`src/rtl/seq_pattern_table.sv`:
```
// DEPTH-entry (mask, val) register file with one write port and two read ports:
// the entry currently expected and entry 0 (used for restart after a break).
module seq_pattern_table #(
  parameter int W     = 10,
  parameter int DEPTH = 8,
  localparam int IW   = $clog2(DEPTH)
) (
  input  logic          clk,
  input  logic          rst,
  input  logic          we,
  input  logic [IW-1:0] widx,
  input  logic [W-1:0]  wmask,
  input  logic [W-1:0]  wval,
  input  logic [IW-1:0] ridx,
  output logic [W-1:0]  rmask,
  output logic [W-1:0]  rval,
  output logic [W-1:0]  mask0,
  output logic [W-1:0]  val0
);

  logic [W-1:0] mask_q [DEPTH];
  logic [W-1:0] val_q  [DEPTH];

  always_ff @(posedge clk or negedge rst) begin
    if (!rst) begin
      for (int i = 0; i < DEPTH; i++) begin
        mask_q[i] <= '0;
        val_q[i]  <= '0;
      end
    end else if (we) begin
      mask_q[widx] <= wmask;
      val_q[widx]  <= wval;
    end
  end

  assign rmask = mask_q[ridx];
  assign rval  = val_q[ridx];
  assign mask0 = mask_q[0];
  assign val0  = val_q[0];

endmodule

```
`config.mk`:
```
export PLATFORM = sky130hd
export DESIGN_NAME = seq_pattern_table
export DESIGN_NICKNAME = d
export VERILOG_FILES = /design/src/rtl/seq_pattern_table.sv
export SDC_FILE = /design/constraint.sdc
export NUM_CORES = 1
export LEC_CHECK = 0
export ABC_AREA = 1
export BUFFER_PORTS_ARGS = -buffer_cell sky130_fd_sc_hd__buf_2
export CORE_ASPECT_RATIO = 1.2
export CORE_MARGIN = 2
export CORE_UTILIZATION = 62
export DETAILED_ROUTE_END_ITERATION = 8
export PLACE_DENSITY = 0.82
export SLEW_MARGIN = 20
export SYNTH_ARGS = -nofsm -noshare
export SYNTH_HDL_FRONTEND = slang
export SYNTH_SLANG_ARGS = --single-unit
```
`constraint.sdc`:
```
create_clock -name clk -period 1.5 [get_ports clk]
set_input_delay 0.15 -clock clk [delete_from_list [all_inputs] [get_ports clk]]
set_output_delay 0.15 -clock clk [all_outputs]
set_load 0.05 [all_outputs]
```
* Word-level counts from Yosys, hierarchy flattened
Cells that the tools add are included.
** Word-level totals
- Output and inout bits :: 40
- Register bits after elaboration :: 160
** Operators by class
- Muxes and demuxes :: 10
- Reduce and logical (&&, ||, !) cells :: 1
- $lt $le $gt $ge :: 3
- Bitwise operators :: 2
** Operators with widths (count)
- 80-bit bitwise mux :: 2
- 10-bit binary-select mux with 3-bit select :: 2
- 10-bit two-way mux :: 5
- 10-bit demux with 3-bit select :: 1
- 4-bit >= comparator (second input constant) :: 2
- 3-bit NOT with 4-bit output :: 2
- 4-bit by 1-bit < comparator with 1-bit output (second input constant) :: 1
- 1-bit logical AND :: 1

* Depth between registers and ports, before layout
Gate-level depths: netlist (run 1).
- Word-level depth :: 6
- Depth in mapped cells :: 8

* Worst setup path before layout (run 1)
No wires, ideal clock.
- Kind :: input -> output
- Start :: input ridx[0]
- End :: output rmask[9]
- Data required time :: 1.350 ns
- Cell stages on the path :: 7
- Path slack :: 0.284 ns
- Path buffers :: 2
- Arrival time :: 1.066 ns
- Cell sequence :: buf_4 clkbuf_1 nand2_1 nand3_1 nand2_1 nand2_1 nand2_1
** On the way
- Longest elaborated chain between the ends :: 4
** Ends and longest elaborated chain
- from (decl) :: line 14 : input logic [IW-1:0] ridx,
- 3-bit NOT with 4-bit output (implied by the code) :: line 36 : assign rmask = mask_q[ridx];
- 10-bit binary-select mux with 3-bit select :: line 36
- 10-bit two-way mux (implied by the code) (2 in a row) :: line 36
- to (decl) :: line 15 : output logic [W-1:0] rmask,
Every way passes these cells. The select of a mux whose other input is x is not followed.

* Worst setup path after layout (run 1)
- Start :: register mask_q[56] in the netlist's numbering
- End :: output rmask[6]
** On the way
- Longest elaborated chain between the ends :: 3
** Ends and longest elaborated chain
- from (decl) :: line 21 : logic [W-1:0] mask_q [DEPTH];
- from (signal, indexed assignment) :: line 31 : mask_q[widx] <= wmask;
- 10-bit binary-select mux with 3-bit select :: line 36
- 10-bit two-way mux (implied by the code) (2 in a row) :: line 36
Every way passes these cells. The select of a mux whose other input is x is not followed.

==> results of run 1 <==
[worst max path at each step]
stage / endpoint / cells after the start / slack, ps
after global routing: rmask[5] / 7 / -150
after global placement: rval[8] / 9 / 40
after CTS: rmask[1] / 7 / -40
after floorplan: rmask[9] / 7 / 280
final: rmask[6] / 7 / -50
after detailed placement: rval[4] / 9 / 30
[cells in the final DEF (no fill, tap or decap), types with 18 or more instances in the layout]
cell type	netlist	routed
nand2_2	0	28
inv_1	184	170
dfrtp_1	160	160
nand3_1	81	74
nand2_1	427	398
buf_2	36	47
buf_4	23	39
dlygate4sd3_1	0	20
o21ai_0	154	154
buf_12	0	18
[cells by family (layout without fill, tap and decap cells)]
family                 after synthesis  after routing  share of synthesized area, %
AOI/OAI and AO/OA                  160            160                          10.0
and+or+nand+nor                    513            513                          25.5
DFF                                160            160                          50.2
buffers and inverters              269            362                          14.3
[synthesized netlist by cell type]
library cell	count
buf_4	23
inv_1	184
nor2_1	3
buf_1	1
clkbuf_1	21
o21ai_1	6
dfrtp_1	160
inv_2	3
nand3_1	81
nand2_1	427
nor3_2	1
buf_2	36
clkbuf_2	1
nor2_2	1
o21ai_0	154
[routing by layer]
metal  global-route usage, %  part of all wire, %
met1                    36.6                   38
met2                    56.6                   53
met3                    6.25                  5.8
met4                    16.1                  3.6
met5                       0                0.067
[layout make-up]
| class | instances | area, µm² | share of cell area [%] |
|---|---|---|---|
| Clock buffer | 25 | 505 | 5.13 |
| Clock inverter | 5 | 125 | 1.27 |
| Inverter | 187 | 702 | 7.12 |
| Multi-Input combinational cell | 673 | 2960 | 30.0 |
| Sequential cell | 160 | 4000 | 40.6 |
| Tap cell | 164 | 205 | 2.08 |
| Timing Repair Buffer | 145 | 1360 | 13.8 |
[repair_timing]
item | in CTS | in global routing
buffers inserted | 19 | 12
gates resized for setup | 70 | 31
hold endpoints to repair | 77 | 0
endpoints found under the setup margin | 20 | 20
hold buffers | 20 | 0
pin swaps | 22 | 17
[critical path, delay by kind of cell, from the launching register on]
kind,cells,cell delay [ps]
DFF,1,400
and+or+nand+nor,5,360
buffers and inverters,2,220
[per-stage QoR]
step	area (µm²)	power [mW]	instances	hold WS, ps	setup WS (ps)
floorplan	7980	7.84	1102	-146	284
global placement	8520	8.46	1278	91.6	35.3
detailed placement	8520	8.58	1278	90.8	33.0
CTS	9690	13.6	1347	4.83	-42.2
global route	9860	14.4	1359	9.13	-147
finish	9860	13.7	1359	2.08	-52.4
[sequential cells by signal, indices dropped and copies added, names as in the netlist]
name / cells
val_q: 70
val0: 10
mask0: 10
mask_q: 70
[report_power, final]
group,total [mW],internal [mW],switching [mW]
logic,3.56,1.31,2.25
clock network,4.60,2.99,1.62
registers,5.57,5.14,0.434
==> impl_results.md, run 1 <==
* Ratio of cells with drive above 1 in the final layout at 17.3%
* PwrDens at 1390 nW/µm²
* Fin Setup TNS at -392 ps
* First-pass GRT wire length at 33800 µm
* Avg Vias per Cell at 5.30
* Post-Syn Nets at approximately 1100
* # setup viols final at 17
* Setup Skew at 0 ps
* Clock sink total at 160
* F_max at 644 MHz
* Max-capacitance violation count at 0
* Post-route DRC at 0
* Root buf cell: clkbuf_16
* Synth area leader: dfrtp_1
* Largest net degree at the start of global routing at 57
* Yosys Warn Count at 0
* Crit path from: mask_q[56]
* Slew @ Worst Pin at 422 ps
* Latest clock arrival within the worst-skew pair at 420 ps
* Slowest stage delay, CP at 400 ps
* FF-to-FF End: val_q[29]
* Required @ worst endpoint at 1350 ps
* Worst Hold Launch: wmask[8]
* WP data arrival at 1400 ps
* # port buffers at 68
* Fin util at 78.2%
* Number of fill cells in the layout at 908
* Maximum vdd drop at 909 µV
* Failing checks: negative setup slack
* Depth of the CTS H-tree at 4
* Netlist cell types at 15
* CTS tree: yes
* Grt ovf at 0
* R2R setup slack at between 500 and 600 ps
* Setup ws final at -52.4 ps
* Synth area leaders: dfrtp_1 (50%), nand2_1 (20%), o21ai_0 (9.7%), inv_1 (8.7%), nand3_1 (5.1%)
* Startpoint Class: flip-flop
* Core ar. at 12600 µm²
* Routed WL per cell at 15.5 µm
* Synth Instances at between 1000 and 1500
* Post-synthesis sequential area ratio at about half
* Setup Crit Path Kind: reg -> out
* Reg2reg start: val_q[29]
* CP max FO at 2
* ANT cells at 0
* Final hold violation count at 0
* Placer Congestion at roughly 0.86
* Die X at 108 µm
* Final wirelength at around 21000 µm
* Slowest-stage cell, CP: dfrtp_1
* Layout Nets at 1213
* Minimum clock period at 1550 ps
* Hold EP: mask_q[8]
* Num CTS Buffers at 17
* Initial drt markers at 582
* Worst reg2reg path depth at 4
* DR vias at 7209
* Number of global-route vias before repair at about 7200
* IO Count at slightly below 70
* Slew margin rel. at 71.9%
* Worst Setup End Kind: primary output
* Leak pwr at 5.39 nW
* Synth-to-Final Area Change at 23.5%
* Worst Hold Class: in -> reg
* Drt first pass iters at 5
* Reg clk slew, reported paths at 60 ps
* Dpl hpwl at 12500 µm
* Initial antenna violation count at 1
* Die area at 13800 µm²
* Crit-path cells: inv_1, nand2_1, nand3_1, nand2_1, nand2_2, nand2_1, buf_6
* Unrepaired setup endpoints after global routing: true
* Synth Area per Inst at 7.24 µm²
* Total GRT Usage at 31.9%
* Post-synthesis cell area at approximately 8000 µm²
* Die Height at around 130 µm
* Final period util at 103%
* CP dominant cell by count: nand2_1
* Initial Util at 63.3%
* Row count at 45
* Final ANT Viol Nets at 0
* Status: complete, but fails checks
* Synth Register Bits at 160
* Slew Limit Fails at 0
* Hold Path Depth at 3
* Post-synth top area share at between 50% and 60%
* Clock Tree Buf Depth at 2
Power figures use the tool's default switching activity.
==> run 2, diff against run 1 <==
ABC_AREA = not set   (was 1)
CORE_UTILIZATION = 59   (was 62)
PLACE_DENSITY = 0.77   (was 0.82)
clock period = 1.6 ns   (was 1.5 ns; I/O delays follow)
==> run 2 against run 1 <==
Compared with the run above: synthesized cell count decreased by 61%; combinational power is 7.0% higher; sequential share of layout area rose by 3.9 points; global-route usage is 7.2 points lower; the run still ends with negative setup slack left; largest cell class unchanged; worst hold slack better by 61 ps; critical path depth shrank 4; critical path type unchanged.
==> impl_results.md, run 2 <==
* Status: complete, but fails checks
* Failing checks: negative setup slack
* Leak pwr at ~4 nW
* Routed WL per cell at ~22 µm
* Die Height at between 100 and 150 µm
* WP data arrival at around 1800 ps
* FF-to-FF End: val0[7]
* F_max at slightly above 500 MHz
* Initial drt markers at 213
* Hold Path Depth at 2
* Total GRT Usage at 24.8%
* DR vias at 4189
* Slowest-stage cell, CP: mux4_2
* Slew Limit Fails at 0
* Synth-to-Final Area Change at 20.5%
* Commonest cells in the netlist: dfrtp_1 (160), mux2_2 (152), mux4_1 (40)
* Max-capacitance violation count at 0
* EDFF count, synth at 0
* Setup Crit Path Kind: reg -> out
* Post-Syn Nets at 464
* Met2 GRT Util at 38.0%
* Unrepaired setup endpoints after global routing: true
* Netlist cell types at 13
* Minimum clock period at 1940 ps
* Initial Util at 59.8%
* # setup viols final at 20
* Final period util at 121%
* Design Area, Final at 9000 µm²
* Number of global-route vias before repair at 4522
* Root buf cell: clkbuf_16
* Hold slack final at 62.9 ps
* Placer Congestion at roughly 0.72
* Hold EP: val_q[64]
* Slew @ Worst Pin at 365 ps
* Row count at 45
* Final ANT Viol Nets at 0
* Most frequent cells in the layout: dfrtp_1 (160), mux2_2 (132), buf_2 (47)
* Biggest regs: mask_q x70, val_q x70
* Largest net degree at the start of global routing at 64
* Latest clock arrival within the worst-skew pair at 410 ps
* Async S/R FF share, synth at 100%
* Number of fill cells in the layout at 798
* Final hold violation count at 0
* Final Instance Count excl. Fillers at 698
* Startpoint Class: flip-flop
* Synth area leaders: dfrtp_1 (54%), mux2_2 (23%), mux4_1 (14%), mux2_1 (4.2%), buf_4 (2.0%)
* Post-synthesis cell area at 7470 µm²
* Core ar. at ~12000 µm²
* Final wirelength at 15600 µm
* WP buf/inv at 1
* Placed cells at 639
* Worst Hold Launch: wval[4]
* Layer with the highest usage: met2
* PwrDens at between 1500 and 2000 nW/µm²
* Reg clk slew, reported paths at 60 ps
* Clock sink total at 160
* Die X at around 110 µm
* Synth Area per Inst at 17.2 µm²
* Placed cell areas at 8020 µm²
* CP top delay family: multiplexers
* M3 GR Usage at 5.61%
* Worst reg2reg path depth at 3
* Slew margin rel. at 75.7%
* Count leader, synth: dfrtp_1
* R2R setup slack at 580 ps
* Initial antenna violation count at 0
* ANT cells at 0
* Slowest stage delay, CP at 520 ps
* Main synth FF type: dfrtp_1
* Crit-path cells: mux4_2, mux2_4, buf_8
* CTS tree: yes
* First-pass GRT wire length at 25100 µm
* Grt ovf at 0
* Post-synth top area share at 53.6%
* Drt first pass iters at 4
* # port buffers at 68
* Dpl hpwl at 8800 µm
* Required @ worst endpoint at 1440 ps
* Setup Skew at 0 ps
* Worst Setup End Kind: primary output
* Ratio of cells with drive above 1 in the final layout at 62.9%
* Synth Register Bits at 160
* Yosys Warn Count at 0
* Avg Vias per Cell at 6.00
* Met1 Resource Use GR at a little over a third
* Post-synthesis sequential area ratio at 53.6%
* Synth area leader: dfrtp_1
* Reg2reg start: val0[7]
* Die area at 13600 µm²
* Most common cell after layout, fill and taps aside: dfrtp_1
* Setup ws final at -342 ps
* Worst Hold Class: in -> reg
* Synth Instances at 435
* Clock Tree Buf Depth at 2
* CP max FO at 2
* Layout Nets at 550
* IO Count at 69
* Num CTS Buffers at 17
* Post-route DRC at 0
* Maximum vdd drop at ~1100 µV
* Depth of the CTS H-tree at 4
==> run 2: cell type report <==
| type | instances | area, µm² | share of cell area, % |
|---|---|---|---|
| flip-flops and latches | 160 | 4000 | 44.5 |
| well taps | 164 | 205 | 2.28 |
| repair buffers | 114 | 1060 | 11.7 |
| clock buffers | 18 | 429 | 4.77 |
| multi-input cells | 228 | 3090 | 34.3 |
| clock inverters | 14 | 215 | 2.39 |
==> run 2: cell families after synthesis <==
family	after synthesis	share of synthesized area (%)
buffers and inverters	47	4.14
flip-flops	160	53.6
multiplexers	220	41.2
AND/OR/NAND/NOR	8	1.06
==> run 2: how the worst max path moves through the flow <==
stage | from | end | slack (ps) | cells past startpoint
after floorplan | ridx[0] | rmask[0] | 120 | 4
after global placement | ridx[0] | rval[3] | -180 | 5
after detailed placement | ridx[0] | rval[3] | -200 | 5
after CTS | mask_q[2] | rmask[2] | -340 | 3
after global routing | mask_q[2] | rmask[2] | -380 | 3
final | mask_q[2] | rmask[2] | -340 | 3
==> run 2: power breakdown <==
| part | switching [mW] | internal [mW] |
|---|---|---|
| combinational | 1.84 | 1.97 |
| clock | 1.61 | 2.77 |
| sequential | 0.502 | 4.94 |
| total | 3.96 | 9.68 |
==> run 2: layer usage <==
| metal | share of wire [%] | vias to the layer above |
|---|---|---|
| li1 | - | 1800 |
| met1 | 42 | 2232 |
| met2 | 51 | 137 |
| met3 | 5.2 | 20 |
| met4 | 1.4 | 0 |
| met5 | 0 | - |
==> run 2: repair_timing <==
action / CTS / global route
hold buffers: 1 / 0
hold endpoints to repair: 160 / 0
resized for setup: 118 / 1
endpoints found under the setup margin: 20 / 20
buffers inserted: 22 / 4
==> run 2: per-stage QoR <==
| step | worst slack [ps] | TNS, ps | power, mW | util, % |
|---|---|---|---|---|
| final | -342 | -5640 | 13.6 | 72.0 |
| after global routing | -378 | -6530 | 14.2 | 72.0 |
| after CTS | -339 | -5900 | 13.7 | 71.8 |
| after detailed placement | -205 | -3270 | 8.50 | 64.2 |
| after global placement | -179 | -3210 | 8.34 | 64.2 |
| after floorplan | 122 | 0 | 7.83 | - |
==> run 3, diff against run 2 <==
SKIP_CTS_REPAIR_TIMING = 1   (was not set)
==> run 3 against run 2 <==
Compared with the run above: the flow still finishes with violations (negative setup slack); power is 1.4% lower; highest routed layer unchanged; critical endpoint unchanged; routed wire length down 2.0%; design area is 1.4% lower; largest cell class unchanged; sequential share of layout area is 0.62 points higher; combinational power is 5% lower; via count decreased by 1.3%; critical path type unchanged; utilization is 0.99 points lower; die area is the same; fmax decreased by 0.24%.
==> impl_results.md, run 3 (synthesis results as in run 2) <==
* Core ar. at around 12000 µm²
* Required @ worst endpoint at 1440 ps
* Die area at roughly 14000 µm²
* ANT cells at 0
* Most common cell after layout, fill and taps aside: dfrtp_1
* Avg Vias per Cell at 6.03
* Setup ws final at -346 ps
* Initial Util at 59.8%
* Slowest-stage cell, CP: mux4_2
* Fin Setup TNS at -5670 ps
* Layout Nets at 538
* CP max FO at 2
* Setup Skew at 0 ps
* Final ANT Viol Nets at 0
* First-pass GRT wire length at between 20000 and 25000 µm
* Maximum vdd drop at 1080 µV
* CP top delay family: multiplexers
* R2R setup slack at between 600 and 700 ps
* Biggest regs: mask_q x70, val_q x70
* Crit path to: rmask[2]
* Die X at 107 µm
* DR vias at between 4000 and 5000
* Slowest stage delay, CP at ~520 ps
* Critical path depth at 3
* Final period util at 122%
* Num CTS Buffers at 17
* Slew Limit Fails at 0
* Setup Crit Path Kind: reg -> out
* Max-capacitance violation count at 0
* IO Count at 69
* Synth-to-Final Area Change at 18.9%
* Latest clock arrival within the worst-skew pair at 420 ps
* Die Height at between 100 and 150 µm
* Dpl hpwl at a little under 9000 µm
* Status: complete, but fails checks
* Clock Tree Buf Depth at 2
* Worst Setup End Kind: primary output
* Fin util at 71.0%
* Crit-path cells: mux4_2, mux2_4, buf_8
* Startpoint Class: flip-flop
* Post-route DRC at 0
* Placed cell areas at between 8000 and 9000 µm²
* Initial drt markers at 245
* Largest net degree at the start of global routing at 64
* # port buffers at 68
* Most frequent cells in the layout: dfrtp_1 (160), mux2_2 (133), buf_2 (47)
* Total GRT Usage at 23.0%
* Leak pwr at 3.92 nW
* Crit path from: mask_q[2]
* Failing checks: negative setup slack
* Initial antenna violation count at 0
* Depth of the CTS H-tree at 4
* Unrepaired setup endpoints after global routing: true
* Minimum clock period at 1950 ps
* Routed WL per cell at approximately 22 µm
* F_max at a little over 500 MHz
* Grt ovf at 0
* WP data arrival at between 1500 and 2000 ps
* PwrDens at 1510 nW/µm²
* Reg clk slew, reported paths at around 60 ps
* Row count at 45
* CTS tree: yes
* Root buf cell: clkbuf_16
* FF-to-FF End: val0[3]
* Final hold violation count at 0
* # setup viols final at 20
* Drt first pass iters at 4
* Clock sink total at between 150 and 200
* Worst slack at placement at -205 ps
* Slew margin rel. at 76.1%
* Design Area, Final at 8880 µm²
* WP buf/inv at 1
* Reg2reg start: val0[3]
* Ratio of cells with drive above 1 in the final layout at around 62%
* Number of global-route vias before repair at ~4300
* Worst Hold Class: in -> reg
* Worst reg2reg path depth at 2
* Slew @ Worst Pin at around 360 ps
* Placer Congestion at around 0.72
* Final wirelength at 15300 µm
## run 3: how the worst min path moves through the flow
stage | startpoint | endpoint | slack, ps | cells after the start
floorplan | rst | mask0[0] | -140 | 0
global placement | rst | mask_q[36] | -5 | 1
detailed placement | rst | mask_q[26] | -4 | 1
CTS | rst | mask_q[26] | -460 | 1
global route | wmask[3] | mask_q[63] | 60 | 2
finish | wmask[3] | mask_q[63] | 60 | 2
## run 3: metal layers
layer / GRT usage [%] / wire length [µm]
met5: 0 / 0
met4: 7.56 / 197
met3: 4.90 / 590
met2: 37.3 / 7690
met1: 31.4 / 6860
## run 3: final cells by class
class | count | area [µm²]
multi-input combinational | 228 | 3090
timing repair buffer | 102 | 933
clock buffer | 18 | 429
tap | 164 | 205
clock inverter | 14 | 215
fill | 826 | 3620
sequential | 160 | 4000
## run 3: power by group
part | total (mW) | internal [mW] | switching, mW
clock network | 4.38 | 2.77 | 1.61
logic | 3.62 | 1.83 | 1.79
registers | 5.45 | 4.94 | 0.507
## run 3: per-stage QoR
step	power, mW	instances	hold WS (ps)
global route	14.0	686	58.6
finish	13.5	686	60.7
CTS	12.9	671	-458
detailed placement	8.50	639	-4.04
global placement	8.34	639	-5.30
floorplan	7.83	435	-136
